<file path="src/rtl/pc_pkg.sv">
// Shared types for the fetch-stage program counter: operation encoding and parameter helpers.
package pc_pkg;

   typedef enum logic [2:0] {
      PC_HOLD,
      PC_INC,
      PC_BRANCH,
      PC_CALL,
      PC_RET,
      PC_LOAD
   } pc_op_t;

   function automatic bit is_pow2(input int unsigned v);
      return (v != 0) && ((v & (v - 1)) == 0);
   endfunction

endpackage

</file>
<file path="src/rtl/ras_stack.sv">
// Return-address stack: circular buffer with a next-write pointer and a saturating count.
// When full, a push overwrites the oldest entry and raises ovf_set for that cycle.
module ras_stack #(
   parameter int DATA_WIDTH = 32,
   parameter int RAS_DEPTH  = 8
) (
   input  logic                           clk,
   input  logic                           reset_n,
   input  logic                           push,
   input  logic                           pop,
   input  logic [DATA_WIDTH-1:0]          push_data,
   output logic [DATA_WIDTH-1:0]          top_data,
   output logic [$clog2(RAS_DEPTH+1)-1:0] count,
   output logic                           ovf_set
);

   localparam int CW = $clog2(RAS_DEPTH + 1);
   localparam int PW = $clog2(RAS_DEPTH);

   logic [DATA_WIDTH-1:0] mem [RAS_DEPTH];
   logic [PW-1:0]         wr_ptr;
   logic [PW-1:0]         top_idx;
   logic [PW-1:0]         wr_ptr_inc;
   logic                  full;

   // wr_ptr names the next free slot; the newest entry sits one below it (mod depth)
   assign top_idx    = (wr_ptr == '0) ? PW'(RAS_DEPTH - 1) : wr_ptr - PW'(1);
   assign wr_ptr_inc = (wr_ptr == PW'(RAS_DEPTH - 1)) ? '0 : wr_ptr + PW'(1);
   assign full       = (count == CW'(RAS_DEPTH));
   assign top_data   = mem[top_idx];
   assign ovf_set    = push && full;

   always_ff @(posedge clk or negedge reset_n) begin
      if (!reset_n) begin
         wr_ptr <= '0;
         count  <= '0;
      end else if (push) begin
         wr_ptr <= wr_ptr_inc;
         if (!full)
            count <= count + CW'(1);
      end else if (pop && (count != '0)) begin
         wr_ptr <= top_idx;
         count  <= count - CW'(1);
      end
   end

   always_ff @(posedge clk) begin
      if (push)
         mem[wr_ptr] <= push_data;
   end

endmodule

</file>
<file path="src/rtl/program_counter_stack.sv">
// Fetch-stage program counter with step, branch, load, stall and call/return via a RAS.
// Optional target alignment checking is enabled by defining PC_ALIGN_CHECK_EN.
module program_counter_stack
   import pc_pkg::*;
#(
   parameter int                  DATA_WIDTH   = 32,
   parameter int                  STEP         = 4,
   parameter int                  RAS_DEPTH    = 8,
   parameter logic [DATA_WIDTH-1:0] RESET_VECTOR = '0
) (
   input  logic                           clk,
   input  logic                           reset_n,
   input  logic                           stall,
   input  logic                           increment,
   input  logic                           load,
   input  logic                           branch,
   input  logic signed [DATA_WIDTH-1:0]   branch_offset,
   input  logic                           call,
   input  logic                           ret,
   input  logic [DATA_WIDTH-1:0]          pc_in,
   output logic [DATA_WIDTH-1:0]          pc_out,
   output logic [$clog2(RAS_DEPTH+1)-1:0] ras_count,
   output logic                           ras_empty,
   output logic                           ras_full,
   output logic                           ras_ovf,
   output logic                           ret_err,
   output logic                           align_fault
);

   localparam int CW = $clog2(RAS_DEPTH + 1);
   localparam logic [DATA_WIDTH-1:0] STEP_V = DATA_WIDTH'(STEP);

   if (!is_pow2(STEP)) begin : g_step_chk
      $error("program_counter_stack: STEP must be a power of two");
   end
   if (RAS_DEPTH < 2) begin : g_depth_chk
      $error("program_counter_stack: RAS_DEPTH must be at least 2");
   end

   pc_op_t                op;
   logic [DATA_WIDTH-1:0] target;
   logic [DATA_WIDTH-1:0] pc_next;
   logic [DATA_WIDTH-1:0] top_data;
   logic                  misaligned;
   logic                  ras_push;
   logic                  ras_pop;
   logic                  ovf_set;

   // Stall outranks everything and maps to HOLD, so it suppresses all side effects
   always_comb begin
      op = PC_HOLD;
      if (stall)          op = PC_HOLD;
      else if (load)      op = PC_LOAD;
      else if (ret)       op = PC_RET;
      else if (call)      op = PC_CALL;
      else if (branch)    op = PC_BRANCH;
      else if (increment) op = PC_INC;
   end

   assign target = (op == PC_BRANCH) ? pc_out + $unsigned(branch_offset) : pc_in;

`ifdef PC_ALIGN_CHECK_EN
   localparam logic [DATA_WIDTH-1:0] ALIGN_MASK = DATA_WIDTH'(STEP - 1);
   assign misaligned = ((op == PC_LOAD) || (op == PC_CALL) || (op == PC_BRANCH)) &&
                       ((target & ALIGN_MASK) != '0);
`else
   assign misaligned = 1'b0;
`endif

   assign ras_push = (op == PC_CALL) && !misaligned;
   assign ras_pop  = (op == PC_RET) && (ras_count != '0);

   always_comb begin
      pc_next = pc_out;
      unique case (op)
         PC_INC:                       pc_next = pc_out + STEP_V;
         PC_LOAD, PC_CALL, PC_BRANCH:  if (!misaligned) pc_next = target;
         PC_RET:                       if (ras_count != '0) pc_next = top_data;
         default:                      pc_next = pc_out;
      endcase
   end

   always_ff @(posedge clk or negedge reset_n) begin
      if (!reset_n) begin
         pc_out      <= RESET_VECTOR;
         ras_ovf     <= 1'b0;
         ret_err     <= 1'b0;
         align_fault <= 1'b0;
      end else begin
         pc_out      <= pc_next;
         ras_ovf     <= ras_ovf | ovf_set;
         ret_err     <= (op == PC_RET) && (ras_count == '0);
         align_fault <= misaligned;
      end
   end

   assign ras_empty = (ras_count == '0);
   assign ras_full  = (ras_count == CW'(RAS_DEPTH));

   ras_stack #(
      .DATA_WIDTH (DATA_WIDTH),
      .RAS_DEPTH  (RAS_DEPTH)
   ) u_ras (
      .clk       (clk),
      .reset_n   (reset_n),
      .push      (ras_push),
      .pop       (ras_pop),
      .push_data (pc_out + STEP_V),
      .top_data  (top_data),
      .count     (ras_count),
      .ovf_set   (ovf_set)
   );

endmodule
</file>
<file path="config.mk">
export PLATFORM = sky130hd
export DESIGN_NAME = program_counter_stack
export DESIGN_NICKNAME = d
export VERILOG_FILES = /design/src/rtl/pc_pkg.sv /design/src/rtl/ras_stack.sv /design/src/rtl/program_counter_stack.sv
export SDC_FILE = /design/constraint.sdc
export NUM_CORES = 1
export LEC_CHECK = 0
export ABC_AREA = 1
export CAP_MARGIN = 40
export CORE_MARGIN = 2
export CORE_UTILIZATION = 45
export CTS_CLUSTER_DIAMETER = 200
export CTS_CLUSTER_SIZE = 10
export DETAILED_ROUTE_END_ITERATION = 8
export MAX_ROUTING_LAYER = met4
export PLACE_DENSITY = 0.62
export SYNTH_ARGS = -nofsm -noshare
export SYNTH_HDL_FRONTEND = slang
export SYNTH_SLANG_ARGS = --single-unit
</file>
<file path="constraint.sdc">
create_clock -name clk -period 4.46 [get_ports clk]
set_clock_uncertainty 0.05 [all_clocks]
set_input_delay 0.669 -clock clk [delete_from_list [all_inputs] [get_ports clk]]
set_output_delay 0.669 -clock clk [all_outputs]
set_load 0.005 [all_outputs]
</file>
* Word-level counts from Yosys, hierarchy flattened *
Memories as Yosys holds them, arrays and structs flattened.
Cells that the tools add are included.

cells by class
  add/subtract/negate cells = 6
  equal/unequal tests = 9
  multiplexer cells = 18
  bitwise gates (word level) = 1
  reductions and logical operators = 12

operator list
  kind                     number
  $pmux W32 S3             1
  $mux W32                 2
  $add A32 B3 Y32 const B  1
  $add A32 B32 Y32         1
  $mux W3                  7
  $mux W4                  3
  $eq A3 B3 Y1 const B     3
  $eq A3 B2 Y1 const B     2
  $add A4 B1 Y4 const B    1
  $eq A4 B4 Y1 const B     1
  $logic_and A1 B1 Y1      4
  $logic_not A4 Y1         1
  $mux W2                  2
  $reduce_and A2 Y1        2
  $reduce_bool A4 Y1       1
  $sub A4 B1 Y4 const B    1
  $add A3 B1 Y3 const B    1
  $eq A3 B1 Y1 const B     1
  $logic_not A3 Y1         1
  $mux W1                  3
  $reduce_bool A3 Y1       1
  $reduce_or A3 Y1         1
  $sub A3 B1 Y3 const B    1
  $ne A2 B1 Y1 const B     1
  3 further kinds          3

storage, ports and cells
  flip-flop bits (word level) = 41
  bits in writable memories = 256
  word-level logic and storage cells = 52
  memories = 1

memories
  memory     words  bits a word  rd ports  clocked after memory_dff  wr ports  RTL line         source
  u_ras.mem  8      32           1         0                         1         ras_stack.sv:20  logic [DATA_WIDTH-1:0] mem [RAS_DEPTH];

* Logic depth before layout (Yosys ltp) *
  word-level depth = 11
  mapped depth = 14
  depth with buffers taken out = 14

* Hierarchy *
A second synthesis with hierarchy kept.

second synthesis, totals
  cell total of the unflattened synthesis = 2118
  area total of the unflattened synthesis = 17086.4 um^2

by module, submodules not included
  module                 instances  cells an instance  area an instance (um^2)
  ras_stack              1          1127               11682.5
  program_counter_stack  1          991                5403.9

* Worst setup path after synthesis *
No wires, ideal clock.

  path type = input-to-reg
  start = input port ret
  end = memory u_ras.mem[6][0] (enable)
  arrival = 3627 ps
  required time = 3949 ps
  setup slack = 322 ps
  stages = 7
  buffers on the path = 0
  path through = inv_2 -> nand2_1 -> nor3_2 -> inv_2 -> nor2_4 -> nand2_1 -> nor3_1

on the way
  cells in the longest elaborated chain, start to end = 6

ends and longest elaborated chain
  item                           RTL line                     source
  from (decl)                    program_counter_stack.sv:19  input logic ret,
  $mux W3                        program_counter_stack.sv:54  else if (ret) op = PC_RET;
  $mux W3                        program_counter_stack.sv:53  else if (load) op = PC_LOAD;
  $mux W3                        program_counter_stack.sv:52  if (stall) op = PC_HOLD;
  $eq A3 B2 Y1                   program_counter_stack.sv:70  assign ras_push = (op == PC_CALL) && !misaligned;
  $mux W1                        ras_stack.sv:48              if (push)
  $mux W1 (implied by the code)  ras_stack.sv:49              mem[wr_ptr] <= push_data;
  to (decl)                      ras_stack.sv:20

No other way between the ends.

* Worst setup path after layout *
  start = register u_ras.wr_ptr[0]
  end = register pc_out[13]

on the way
  cells in the longest elaborated chain, start to end = 5

ends and longest elaborated chain
  item                                                      RTL line                     source
  from (decl)                                               ras_stack.sv:21              logic [PW-1:0] wr_ptr;
  from (signal assigned)                                    ras_stack.sv:38              wr_ptr <= wr_ptr_inc;
  from (signal assigned)                                    ras_stack.sv:42              wr_ptr <= top_idx;
  $sub A3 B1 Y3 / $logic_not A3 Y1 (equally long branches)  ras_stack.sv:27              assign top_idx = (wr_ptr == '0) ? PW'(RAS_DEPTH - 1) : wr_ptr - PW'(1);
  $mux W3 *                                                 ras_stack.sv:27
  $mem_v2 Z8 W32 *                                          --
  $mux W32 *                                                program_counter_stack.sv:78  PC_RET: if (ras_count != '0) pc_next = top_data;
  $pmux W32 S3 *                                            program_counter_stack.sv:75  unique case (op)
  to (signal assigned)                                      program_counter_stack.sv:90  pc_out <= pc_next;
  to (decl)                                                 program_counter_stack.sv:21  output logic [DATA_WIDTH-1:0] pc_out,

Every way passes the cells marked *; elsewhere a longest branch is shown, timed or not. The select of a mux whose other input is x is not followed.
A chain may end at the register's enable or synchronous reset.

==> impl_metrics.tcl <==
set metrics [dict create \
    status "finished clean" \
    seq_area_sq_um 8710 \
    ys_types 49 \
    netlist_instances 1801 \
    fmax_mhz 328 \
    drc_errors 0 \
    critPathMaxFanout 44 \
    cts-htree-levels 2 \
    grt_pass1_wl_um 70200 \
    grt_pass1_vias 12600 \
    setup_viol 0 \
    yosysTopAreaCell "edfxtp_1" \
    min_period_over_period_pct 68.3 \
    multi_input_area_sq_um 6070 \
    drv_slew 0 \
    nNetsFinal 2020 \
    critPathBufInv 2 \
    rsz0062_at_grt "no" \
    cp-end-kind "flop" \
    post-cts-setup-buffer-count 0 \
    ir_drop_mv 0.526 \
    clk_latency_ns 0.51 \
    cts-root-buf "clkbuf_16" \
    final_cell_mix "nand2_1 (400), nor2_1 (278), edfxtp_1 (256)" \
    areaGrowthSynthToFinish_pct 16.9 \
    grt_max_degree 75 \
    clock-sinks 297 \
    ys_warn_count 0 \
    vias 12800 \
    critPathTopFamily "simple AND/OR/NAND/NOR gates" \
    hold_path_class "input port to asynchronous set/reset pin" \
    cts.clk_slew.worst_paths_ns 0.06 \
    ctsResizeCount 0 \
    slowest_stage "buf_4" \
    drt_iter0_markers 959 \
    floorplan.initialDensity_pct 45.7 \
    rows 68 \
    syn-num-nets 1913 \
    synth.cell_area_sq_um 15800 \
    die-width_um 191 \
    routed_via_density 5.38 \
    worst_pin_slew_ns 0.957 \
    cp_cell_sequence "inv_2, ha_2, ha_1, nor2_4, buf_4, o21ai_0, o211ai_1, o21ai_0, nor2_1, nor2_1, a21oi_1" \
    synth_top_cell_area_share_pct 48.7 \
    io_pins 113 \
    die_h_um 191 \
    holdBufCountCts 0 \
    critPathLaunchType "flop" \
    ff2ff_path_depth 11 \
    period_minus_slack_ns 3.05 \
    numCtsBuffers 35 \
    critPathMaxStageDelay_ns 0.54 \
    port_buffers 111 \
    critical_path_class "flop to flop" \
    ys_seq_area_share_pct 55.1 \
    grt_antenna_before_repair 0 \
    tritoncts "yes" \
    regToRegSetupSlack_ns 1.41 \
    power.leakage_nw 7.49 \
    coreArea_sq_um 34500 \
    drt_first_pass_iters 5 \
    fill_cells 3155 \
    final_layout_size_suffix_gt1_share_pct 5.68 \
    place_ws_ns 1.01 \
    grt_usage_pct 26.0 \
    dieArea_sq_um 36600 \
    hold_viol 0 \
    clockBufferDepth 3 \
    gp_congestion 1.03 \
    arrival_ns 3.43 \
    antenna_left 0 \
    dp_hpwl_um 32300 \
    final.setup.worst_slack_ns 1.41 \
    r2r_start "u_ras.wr_ptr[0]" \
    r2r-end "pc_out[13]" \
    critPathRequiredTime_ns 4.84 \
    timing.max_cap.violations 0 \
    ys_ff_latch 297 \
    syn_avg_cell_area_sq_um 8.77 \
    routed_wl_um 45500 \
    pwr_density_cell_nw_per_um2 615 \
    n_antenna_cell 0 \
    synth_area_leaders "edfxtp_1 (49%), nand2_1 (9.5%), nor2_1 (6.8%), dfrtp_1 (6.5%), inv_1 (4.6%)" \
    slew_headroom_pct 35.7 \
    finalSetupTns_ns 0 \
    final_common_cell "nand2_1" \
    wl_per_cell_um 19.2 \
    grt_overflow 0 \
]
[worst register-to-register path, delay by kind of cell (launching register included)]
family / cells / cell delay (ns)
and+or+nand+nor: 3 / 0.72
AOI/OAI and AO/OA: 4 / 0.69
buffers and inverters: 2 / 0.65
adders and majority gates: 2 / 0.40
DFF: 1 / 0.45
[layer usage]
metal	wire length, um	GRT usage [%]	part of all wire (%)
met5	0	-	0
met4	1140	7.96	2.5
met3	2220	2.07	4.9
met2	21700	42.4	48
met1	20500	34.9	45
[cells by family after synthesis]
family / count (synthesis) / synth area share, %
compound gates: 275 / 9.91
xor+xnor: 30 / 1.66
fa+ha+maj: 40 / 3.26
buf+inv: 273 / 6.90
flops: 297 / 55.1
other cells: 1 / 0.0237
simple gates: 885 / 23.1
[sequential cells by signal, indices dropped and copies added, names as in the netlist]
| name | flops |
|---|---|
| u_ras.mem | 256 |
| pc_out | 32 |
| u_ras.count | 4 |
| u_ras.wr_ptr | 3 |
| ras_ovf | 1 |
| ret_err | 1 |
[power by group]
group,total (mW),switching (mW),internal [mW]
combinational,5.14,3.45,1.69
clock,2.44,1.02,1.42
sequential,3.79,0.317,3.47
total,11.4,4.78,6.59
[cell usage after synthesis, drive strengths merged]
cell type,count
ha,38
o31ai,2
and2,4
conb,1
xnor2,6
xor2,24
fa,2
o211ai,25
dfrtp,41
nand2,402
o21ai,135
a21o,3
nor3,19
nor2,291
edfxtp,256
or2,10
nand4,9
a21oi,83
a22oi,2
a211oi,3
nand3,144
o22ai,1
o21bai,3
a41oi,1
inv,202
nor4,2
o221ai,15
clkinv,1
clkbuf,32
a31oi,2
buf,38
nand3b,4
[metrics by stage]
stage          cell area, sq um  cells  utilization [%]  power, mW  hold slack, ns
6_report                  18500   2373             53.5       11.4          0.0154
5_1_grt                   18500   2373             53.5       12.2          0.0298
4_1_cts                   18500   2372             53.5       11.4          0.0104
3_5_place_dp              17500   2325             50.7       8.95           0.405
3_3_place_gp              17400   2321             50.5       8.85           0.401
2_1_floorplan             15800   1801                -       7.07           0.323
[layout make-up]
type / count / area share [%]
Multi-Input combinational cell: 1231 / 32.8
Clock inverter: 3 / 0.203
Inverter: 203 / 4.12
Clock buffer: 44 / 4.92
Sequential cell: 297 / 47.2
Tap cell: 455 / 3.08
Timing Repair Buffer: 140 / 7.65
[worst max path at each step]
stage	startpoint	endpoint	slack, ns	depth (start not counted)
floorplan	ret	u_ras.mem[6][0]	0.32	7
global placement	increment	pc_out[23]	1.15	13
detailed placement	increment	pc_out[12]	1.01	13
CTS	u_ras.wr_ptr[0]	pc_out[27]	1.43	13
global route	u_ras.wr_ptr[1]	pc_out[13]	1.14	11
finish	u_ras.wr_ptr[0]	pc_out[13]	1.41	11
Note: power is estimated with default switching activity, not from simulation.
